<file path="config.mk">
export PLATFORM = sky130hd
export DESIGN_NAME = seq_det_stream_ctrl
export DESIGN_NICKNAME = d
export VERILOG_FILES = /design/src/rtl/seq_det_pkg.sv /design/src/rtl/seq_1011_core.sv /design/src/rtl/seq_det_stream_ctrl.sv
export SDC_FILE = /design/constraint.sdc
export NUM_CORES = 1
export LEC_CHECK = 0
export CAP_MARGIN = 15
export CORE_MARGIN = 2
export CORE_UTILIZATION = 54
export DETAILED_ROUTE_END_ITERATION = 6
export GPL_TIMING_DRIVEN = 0
export PLACE_DENSITY = 0.88
export SLEW_MARGIN = 10
export SYNTH_ARGS = -nofsm -noshare
export SYNTH_HDL_FRONTEND = slang
export SYNTH_SLANG_ARGS = --single-unit
</file>
<file path="constraint.sdc">
create_clock -name clk -period 2.6 [get_ports clk]
set_input_delay 0.65 -clock clk [delete_from_list [all_inputs] [get_ports clk]]
set_output_delay 0.65 -clock clk [all_outputs]
set_load 0.02 [all_outputs]
</file>
<file path="src/rtl/seq_det_pkg.sv">
// Shared encodings for the 1011 stream detector: core states, controller
// states and the pattern being searched for.
package seq_det_pkg;

    localparam logic [1:0] CORE_A = 2'b00;
    localparam logic [1:0] CORE_B = 2'b01;
    localparam logic [1:0] CORE_C = 2'b10;
    localparam logic [1:0] CORE_D = 2'b11;

    localparam logic [1:0] CTRL_IDLE   = 2'b00;
    localparam logic [1:0] CTRL_SHIFT  = 2'b01;
    localparam logic [1:0] CTRL_REPORT = 2'b10;

    localparam logic [3:0] PATTERN = 4'b1011;

endpackage

</file>
<file path="src/rtl/seq_1011_core.sv">
// Bit-serial Mealy detector for overlapping occurrences of PATTERN (1011).
// State only moves on bit_en, so it holds context between words.
module seq_1011_core
    import seq_det_pkg::*;
(
    input  logic clk,
    input  logic rst_n,
    input  logic clr,
    input  logic bit_en,
    input  logic bit_in,
    output logic tick
);

    logic [1:0] state_q, state_d;

    // Each state remembers the longest pattern prefix that is a suffix of the input.
    always_comb begin
        state_d = state_q;
        if (bit_en) begin
            case (state_q)
                CORE_A:  state_d = (bit_in == PATTERN[3]) ? CORE_B : CORE_A;
                CORE_B:  state_d = (bit_in == PATTERN[2]) ? CORE_C : CORE_B;
                CORE_C:  state_d = (bit_in == PATTERN[1]) ? CORE_D : CORE_A;
                CORE_D:  state_d = (bit_in == PATTERN[0]) ? CORE_B : CORE_C;
                default: state_d = CORE_A;
            endcase
        end
    end

    assign tick = bit_en && (state_q == CORE_D) && (bit_in == PATTERN[0]);

    always_ff @(posedge clk) begin
        if (!rst_n || clr) begin
            state_q <= CORE_A;
        end else begin
            state_q <= state_d;
        end
    end

endmodule

</file>
<file path="src/rtl/seq_det_stream_ctrl.sv">
// Word-to-bit controller: serialises each accepted word MSB-first into the
// 1011 core, then reports the per-word match count and a saturating total.
module seq_det_stream_ctrl
    import seq_det_pkg::*;
#(
    parameter int WORD_W = 8,
    parameter int CNT_W  = 4,   // 2**CNT_W must exceed WORD_W
    parameter int TOT_W  = 16
) (
    input  logic              clk,
    input  logic              rst_n,
    input  logic              in_valid,
    output logic              in_ready,
    input  logic [WORD_W-1:0] in_data,
    input  logic              keep_ctx,
    output logic              out_valid,
    input  logic              out_ready,
    output logic [CNT_W-1:0]  out_count,
    output logic              out_hit,
    output logic [TOT_W-1:0]  total_count,
    input  logic              clr_total,
    output logic              busy
);

    localparam int IDX_W = (WORD_W > 1) ? $clog2(WORD_W) : 1;
    localparam logic [TOT_W-1:0] TOTAL_MAX = {TOT_W{1'b1}};

    logic [1:0]        state_q, state_d;
    logic [WORD_W-1:0] shift_q, shift_d;
    logic [IDX_W-1:0]  idx_q, idx_d;
    logic [CNT_W-1:0]  count_q, count_d;
    logic [TOT_W-1:0]  total_q, total_d;

    logic accept;
    logic core_clr;
    logic bit_en;
    logic tick;

    assign accept   = in_valid && (state_q == CTRL_IDLE);
    assign core_clr = accept && !keep_ctx;
    assign bit_en   = (state_q == CTRL_SHIFT);

    seq_1011_core u_core (
        .clk    (clk),
        .rst_n  (rst_n),
        .clr    (core_clr),
        .bit_en (bit_en),
        .bit_in (shift_q[WORD_W-1]),
        .tick   (tick)
    );

    always_comb begin
        state_d = state_q;
        shift_d = shift_q;
        idx_d   = idx_q;
        count_d = count_q;
        case (state_q)
            CTRL_IDLE: begin
                if (accept) begin
                    shift_d = in_data;
                    idx_d   = IDX_W'(WORD_W - 1);
                    count_d = '0;
                    state_d = CTRL_SHIFT;
                end
            end
            CTRL_SHIFT: begin
                shift_d = shift_q << 1;
                if (tick) begin
                    count_d = count_q + CNT_W'(1);
                end
                if (idx_q == '0) begin
                    state_d = CTRL_REPORT;
                end else begin
                    idx_d = idx_q - IDX_W'(1);
                end
            end
            CTRL_REPORT: begin
                // Returning to IDLE guarantees at least one idle cycle between words.
                if (out_ready) begin
                    state_d = CTRL_IDLE;
                end
            end
            default: state_d = CTRL_IDLE;
        endcase
    end

    // Clear beats a coincident tick; the total sticks at its maximum.
    always_comb begin
        total_d = total_q;
        if (clr_total) begin
            total_d = '0;
        end else if (tick && (total_q != TOTAL_MAX)) begin
            total_d = total_q + TOT_W'(1);
        end
    end

    always_ff @(posedge clk) begin
        if (!rst_n) begin
            state_q <= CTRL_IDLE;
            shift_q <= '0;
            idx_q   <= '0;
            count_q <= '0;
            total_q <= '0;
        end else begin
            state_q <= state_d;
            shift_q <= shift_d;
            idx_q   <= idx_d;
            count_q <= count_d;
            total_q <= total_d;
        end
    end

    assign in_ready    = (state_q == CTRL_IDLE);
    assign out_valid   = (state_q == CTRL_REPORT);
    assign out_count   = count_q;
    assign out_hit     = (count_q != '0);
    assign total_count = total_q;
    assign busy        = (state_q != CTRL_IDLE);

endmodule

</file>
# Yosys cells after proc, flatten, opt, wreduce, memory -nomap -nowiden

Cells that the tools add are included.

Reduce and logical (&&, ||, !) cells: 20
Equality and inequality tests: 11
$add $sub $neg: 3
Bitwise gates (word level): 1
Muxes and demuxes: 16

Operator list:

| cell                                                  | number |
|---|---|
| adder 16 x 1 -> 16 bit, second input constant         | 1 |
| inequality test 16 bit, second input constant         | 1 |
| case mux 8 bit (2 select lines)                       | 1 |
| case mux 2 bit (3 select lines)                       | 2 |
| 2-to-1 mux 2 bit                                      | 5 |
| AND reduction 3 bit                                   | 3 |
| 2-to-1 mux 4 bit                                      | 2 |
| 2-to-1 mux 8 bit                                      | 1 |
| case mux 4 bit (2 select lines)                       | 1 |
| equality test 2 bit, second input constant            | 3 |
| 2-to-1 mux 3 bit                                      | 2 |
| inequality test 2 bit, second input constant          | 3 |
| case mux 3 bit (2 select lines)                       | 1 |
| logical AND 1 bit                                     | 5 |
| adder 4 x 1 -> 4 bit, second input constant           | 1 |
| equality test 2 x 1 -> 1 bit, second input constant   | 2 |
| logical NOT 2 bit                                     | 2 |
| inequality test 2 x 1 -> 1 bit, second input constant | 2 |
| nonzero test 2 bit                                    | 2 |
| nonzero test 4 bit                                    | 1 |
| OR reduction 2 bit                                    | 2 |
| logical NOT 3 bit                                     | 1 |
| subtractor 3 x 1 -> 3 bit, second input constant      | 1 |
| logical NOT 1 bit                                     | 2 |
| 4 further kinds                                       | 4 |

Input port bits: 14
Output and inout port bits: 24
Register bits: 35
Word-level logic and storage cells: 57

# Logic depth before layout (Yosys ltp)

Gate-level depths: netlist (run 1).

Word-level depth: 5
Gate-level depth with buffers: 6
Mapped depth without buffers: 6

# By module

Synthesis (run 1) repeated with hierarchy kept, for this count alone.

Cell total of the unflattened synthesis: 214
Area total of the unflattened synthesis: 1725.4 um^2

Modules (own cells, without submodules):

| module              | sequential area each (um^2) | times used | cells each | area each (um^2) |
|---|---|---|---|---|
| seq_det_stream_ctrl | 660.6                       | 1          | 203        | 1627.8 |
| seq_1011_core       | 40.0                        | 1          | 11         | 97.6 |

# Worst setup path before layout (run 1)

OpenSTA, ideal clock, no wires.

Kind: register to register
From: register total_q[2], in the netlist total_count[2]
To: register total_q[11], in the netlist total_count[11]
Arrival: 1.694 ns
Library setup time: 0.070 ns
Buffers on the path: 2
Cell stages (with the launch flop): 7
Path slack: 0.836 ns
Path through: dfxtp_1 -> buf_2 -> and4_1 -> nand4_4 -> buf_6 -> or4_1 -> a21oi_1

Longest elaborated chain between the ends: 2
Elaborated cells on any way between the ends: 3
Classes of those cells: 1 x add/sub; 1 x eq/ne; 1 x reduce/logical

Ends and longest elaborated chain:

| what                                                           | line                       | source |
|---|---|---|
| start: declaration                                             | seq_det_stream_ctrl.sv:32  | `logic [TOT_W-1:0] total_q, total_d;` |
| start signal: assignment                                       | seq_det_stream_ctrl.sv:109 | `total_q <= total_d;` |
| branches (longest 2 deep; another with adder 16 x 1 -> 16 bit) | --                         |  |

Several ways; the timed one is not identified.
A chain may end at the register's enable or synchronous reset.

# Worst setup path in the final report (run 1)

From: register count_q[0], in the netlist out_count[0]
To: output port out_hit

Longest elaborated chain between the ends: 1

Ends and longest elaborated chain:

| what                     | line                       | source |
|---|---|---|
| start: declaration       | seq_det_stream_ctrl.sv:31  | `logic [CNT_W-1:0] count_q, count_d;` |
| start signal: assignment | seq_det_stream_ctrl.sv:108 | `count_q <= count_d;` |
| nonzero test 4 bit       | seq_det_stream_ctrl.sv:116 | `assign out_hit = (count_q != '0);` |
| end: declaration         | seq_det_stream_ctrl.sv:19  | `output logic out_hit,` |

No other way between the ends.

==> results of run 1 <==
==> per-layer routing <==
layer	vias to the layer above	share of wire [%]	global-route usage [%]
met5	-	0	0
met4	0	2.5	11.2
met3	14	5.7	6.93
met2	61	48	39.2
met1	816	44	28.1
li1	882	-	-
==> critical path, cell delays in order (launching register included) <==
cell             delay, ps
dfxtp_1                430
inv_1                   70
ha_1                   190
nand2_1                 50
clkdlybuf4s50_1        590
==> area by class of cell <==
| class | count | area (um2) | share of cell area [%] |
|---|---|---|---|
| Multi-Input combinational cell | 163 | 991 | 43.5 |
| Sequential cell | 35 | 701 | 30.8 |
| Timing Repair Buffer | 37 | 370 | 16.3 |
| Clock buffer | 8 | 68.8 | 3.02 |
| Buffer | 11 | 60.1 | 2.64 |
| Tap cell | 44 | 55.1 | 2.42 |
| Inverter | 8 | 30.0 | 1.32 |
==> cells in the mapped netlist, types with 2 or more instances <==
cell type	instances
dfxtp_1	35
or2b_1	2
mux2i_1	2
and3_1	2
and4_1	5
nand2b_1	3
nand4_1	7
a21oi_1	14
or3_1	3
a311oi_1	7
clkbuf_1	6
and2_1	2
o31ai_1	4
nor2b_1	2
buf_2	2
ha_1	5
or4_1	5
o211a_1	2
nand3_1	8
nor4_1	2
inv_1	8
nor2_1	20
and2b_2	2
o21ai_0	11
buf_6	2
nand2_1	34
==> worst paths after layout <==
path / start / end / slack (ps) / depth (start not counted)
worst max register to register: total_count[0] / total_count[14] / 840 / 5
worst min register to register: shift_q[0] / shift_q[1] / 490 / 2
worst min-delay path: shift_q[0] / shift_q[1] / 490 / 2
worst max-delay path: out_count[0] / out_hit / 280 / 4
==> state kept, by name, summed over array words and instances, names as in the netlist <==
register        cells
total_count        16
shift_q             8
out_count           4
idx_q               3
state_q             2
u_core.state_q      2
==> cell families (layout without fill, tap and decap cells) <==
kind of cell | count (synthesis) | after routing
flip-flops | 35 | 35
adder cells (fa/ha/maj) | 5 | 5
buffers and inverters | 19 | 64
AND/OR/NAND/NOR | 104 | 104
multiplexers | 2 | 2
XOR/XNOR | 2 | 2
AO/OA/AOI/OAI | 50 | 50
==> metrics by stage <==
stage          power, mW  utilization (%)  instances
2_1_floorplan      0.688                -        217
3_3_place_gp       0.741             71.1        298
3_5_place_dp       0.748             71.1        298
4_1_cts             1.08             73.3        306
5_1_grt             1.12             73.3        306
6_report            1.08             73.3        306
==> power breakdown <==
group | switching, mW | internal [mW] | total, mW
combinational | 0.0870 | 0.0707 | 0.158
sequential | 0.0181 | 0.563 | 0.581
clock | 0.182 | 0.159 | 0.341
total | 0.287 | 0.792 | 1.08
==> flow_metrics.env, run 1 <==
export IMPL_max_cap_violations=0
export IMPL_setup_slack_ps=276
export IMPL_fin_worst_skew_ps=3.00
export IMPL_synth_distinct_cells=48
export IMPL_routedWlPerCell_um=13.2
export IMPL_rsz0062_at_grt="no"
export IMPL_drc=0
export IMPL_setup_tns_ps=0
export IMPL_synth_top_area_share_pct=39.3
export IMPL_globalplace_congestion=0.838
export IMPL_hold_buffers=0
export IMPL_synth_seq_cells=35
export IMPL_die_area_mm2=0.00377
export IMPL_ir_drop_mv=0.329
export IMPL_synth_xor_area_share_pct=0.983
export IMPL_critPathKind="register to output port"
export IMPL_die_y_um=61.4
export IMPL_synth_top_family_by_area="simple AND/OR/NAND/NOR gates"
export IMPL_cts_buffers=5
export IMPL_synthSimpleGateAreaFrac_pct=31.0
export IMPL_post_cts_buffers=0
export IMPL_grt_pass1_wl_um=6640
export IMPL_p_per_area_mw_per_mm2=474
export IMPL_outcome="finished, final reports clean"
export IMPL_yosys_area_top_type="dfxtp_1"
export IMPL_antenna_found_initial=0
export IMPL_worst_pin_slew_ps=541
export IMPL_cp_arrival_ps=1670
export IMPL_finish_instance_area_mm2=0.00228
export IMPL_clk_path_buf_depth=2
export IMPL_ys_flop_type="dfxtp_1"
export IMPL_drtPass1Iterations=4
export IMPL_hold_ws_ps=488
export IMPL_fp_dieW_um=61.4
export IMPL_initial_utilization_pct=57.4
export IMPL_clkLatencyLatePin_ps=340
export IMPL_placed_area_mm2=0.00221
export IMPL_core_rowCount=20
export IMPL_ctsResizeCount=0
export IMPL_max_freq_mhz=430
export IMPL_syn_inst=217
export IMPL_clkTransAtPathRegs_ps=100
export IMPL_vias=1773
export IMPL_yosys_mux_area_fraction_pct=1.12
export IMPL_postRouteWirelength_um=4040
export IMPL_antenna_cells=0
export IMPL_path_max_fanout=5
export IMPL_post_dp_hpwl_um=2920
export IMPL_worstSetupStartpointType="register"
export IMPL_setup_viol=0
export IMPL_min_path_type="register to register"
export IMPL_grt_pass1_vias=1578
export IMPL_drtIter0Drc=162
export IMPL_cts_sink_count=35
export IMPL_core_mm2=0.00310
export IMPL_grt_usage_pct=23.6
export IMPL_synth_edf_count=0
export IMPL_io_pins=38
export IMPL_mostFrequentLayoutCell="clkdlybuf4s50_1"
export IMPL_io_buffers=37
export IMPL_timing_final_crit_period_ps=2320
export IMPL_endpoint_kind="output port"
export IMPL_synth_warnings=0
export IMPL_slew_viol_final=0
export IMPL_fillers=254
export IMPL_area_growth_pct=27.7
export IMPL_nNetsFinal=280
export IMPL_synth_compound_area_share_pct=19.0
export IMPL_required_ps=1950
export IMPL_root_buffer="clkbuf_4"
export IMPL_synthAdderAreaFrac_pct=3.51
export IMPL_syn_avg_cell_area_um2=8.21
export IMPL_synth_area_leaders="dfxtp_1, nand2_1, nor2_1"
export IMPL_async_flop_share_pct=0
export IMPL_hold_viol=0
export IMPL_leakage_nw=0.842
export IMPL_grt_max_degree=11
export IMPL_htreeDepth=2
export IMPL_drt_antenna_violating_nets=0
export IMPL_slew_headroom_pct=63.8
export IMPL_yosysSeqAreaShare_pct=39.3
export IMPL_drive_gt1_share_pct=6.87
export IMPL_overflow=0
export IMPL_mostFrequentLayoutCells="clkdlybuf4s50_1, dfxtp_1, nand2_1"
export IMPL_preCtsSetupSlack_ps=231
export IMPL_synth_nets=236
export IMPL_period_share_pct=89.4
export IMPL_syn_area_mm2=0.00178
export IMPL_via_per_inst=5.79
export IMPL_cts_tree="built"
Power figures use the tool's default switching activity.
==> run 2, diff against run 1 <==
--- a/config.mk
+++ b/config.mk
@@ -8,9 +8,11 @@
 export CAP_MARGIN = 15
 export CORE_MARGIN = 2
 export CORE_UTILIZATION = 54
+export CTS_BUF_LIST = sky130_fd_sc_hd__clkbuf_8 sky130_fd_sc_hd__clkbuf_16
 export DETAILED_ROUTE_END_ITERATION = 6
 export GPL_TIMING_DRIVEN = 0
 export PLACE_DENSITY = 0.88
+export RECOVER_POWER = 50
 export SLEW_MARGIN = 10
 export SYNTH_ARGS = -nofsm -noshare
 export SYNTH_HDL_FRONTEND = slang
==> flow_metrics.env, run 2 (synthesis gave the netlist of run 1 again) <==
export IMPL_slew_viol_final=0
export IMPL_clkLatencyLatePin_ps=290
export IMPL_setup_viol=0
export IMPL_core_mm2=0.00310
export IMPL_overflow=0
export IMPL_endpoint_kind="output port"
export IMPL_worstSetupStartpointType="register"
export IMPL_max_freq_mhz=442
export IMPL_antenna_cells=0
export IMPL_whs_path_depth=2
export IMPL_ctsResizeCount=0
export IMPL_area_growth_pct=28.7
export IMPL_largest_register_ffs=16
export IMPL_core_rowCount=20
export IMPL_mostFrequentLayoutCell="dfxtp_1"
export IMPL_grt_pass1_wl_um=6720
export IMPL_leakage_nw=0.856
export IMPL_min_to="shift_q[1]"
export IMPL_timing_final_crit_period_ps=2260
export IMPL_fp_dieW_um=61.4
export IMPL_ff2ff_path_depth=6
export IMPL_r2r_start="state_q[0]"
export IMPL_root_buffer="clkbuf_8"
export IMPL_finish_instance_area_mm2=0.00229
export IMPL_max_cap_violations=0
export IMPL_drt_antenna_violating_nets=0
export IMPL_hold_buffers=0
export IMPL_io_pins=38
export IMPL_io_buffers=37
export IMPL_multi_input_area_um2=991
export IMPL_timing_rr_end="total_count[11]"
export IMPL_drive_gt1_share_pct=6.11
export IMPL_min_path_type="register to register"
export IMPL_reg2reg_slack_ps=580
export IMPL_fillers=251
export IMPL_die_y_um=61.4
export IMPL_postRouteWirelength_um=4040
export IMPL_clkTransAtPathRegs_ps=70
export IMPL_worst_pin_slew_ps=556
export IMPL_ir_drop_mv=0.397
export IMPL_critPathKind="register to output port"
export IMPL_grt_usage_pct=23.8
export IMPL_initial_utilization_pct=57.4
export IMPL_holdCritStartpoint="shift_q[0]"
export IMPL_vias=1780
export IMPL_placed_area_mm2=0.00221
export IMPL_preCtsSetupSlack_ps=231
export IMPL_p_per_area_mw_per_mm2=511
export IMPL_outcome="finished, final reports clean"
export IMPL_path_max_fanout=5
export IMPL_post_dp_hpwl_um=2920
export IMPL_fin_worst_skew_ps=5.13
export IMPL_rsz0062_at_grt="no"
export IMPL_drc=0
export IMPL_cts_tree="built"
export IMPL_grt_pass1_vias=1591
export IMPL_setup_tns_ps=0
export IMPL_die_area_mm2=0.00377
export IMPL_routedWlPerCell_um=13.2
export IMPL_setup_slack_ps=337
export IMPL_antenna_found_initial=0
export IMPL_drtPass1Iterations=4
export IMPL_mostFrequentLayoutCells="dfxtp_1, nand2_1, clkdlybuf4s50_1"
export IMPL_period_share_pct=87.0
export IMPL_via_per_inst=5.82
export IMPL_hold_viol=0
export IMPL_nNetsFinal=280
export IMPL_clk_path_buf_depth=2
export IMPL_required_ps=1950
export IMPL_post_cts_buffers=0
export IMPL_htreeDepth=2
export IMPL_cts_buffers=5
export IMPL_seqCellArea_um2=701
export IMPL_cp_arrival_ps=1610
export IMPL_slew_headroom_pct=62.9
export IMPL_grt_max_degree=11
export IMPL_drtIter0Drc=141
export IMPL_cts_sink_count=35
export IMPL_globalplace_congestion=0.838
## run 2: layer usage
layer	share of wire, %	wire (um)	track usage [%]	vias up
met5	0	0	0	-
met1	44	1780	28.5	832
met2	48	1940	40.0	59
met3	5.1	206	5.88	12
li1	-	-	-	877
met4	2.6	103	11.2	0
## run 2: critical path, stage by stage, from the launching register on
cell and delay (ps):
dfxtp_1 420, inv_1 70, ha_1 190, nand2_1 50, clkdlybuf4s50_1 590
## run 2: final cells by class
class                   instances  share of cell area [%]
multi-input cells             163                    43.2
flip-flops and latches         35                    30.6
repair buffers                 37                    16.2
clock buffers                   7                    4.20
well taps                      44                    2.40
plain buffers                  11                    1.97
inverters                       8                    1.31
clock inverters                 1                   0.164
## run 2: metrics by stage
stage | utilization (%) | total power, mW | hold slack, ps | std cells
after global routing | 73.9 | 1.21 | 491 | 306
after floorplan | - | 0.688 | 445 | 217
after detailed placement | 71.1 | 0.748 | 471 | 298
final | 73.9 | 1.17 | 482 | 306
after CTS | 74.4 | 1.17 | 483 | 306
after global placement | 71.1 | 0.741 | 456 | 298
## run 2: power breakdown
group / internal [mW] / switching, mW
Combinational: 0.0697 / 0.0870
Sequential: 0.563 / 0.0180
Clock: 0.238 / 0.197
## run 2: worst max path at each step
stage / start / end / slack [ps] / cells past startpoint
final: out_count[0] / out_hit / 340 / 4
after global routing: out_count[0] / out_hit / 250 / 4
after CTS: out_count[0] / out_hit / 320 / 4
after detailed placement: in_valid / out_count[3] / 230 / 5
after global placement: in_valid / out_count[3] / 300 / 5
after floorplan: total_count[2] / total_count[11] / 840 / 6
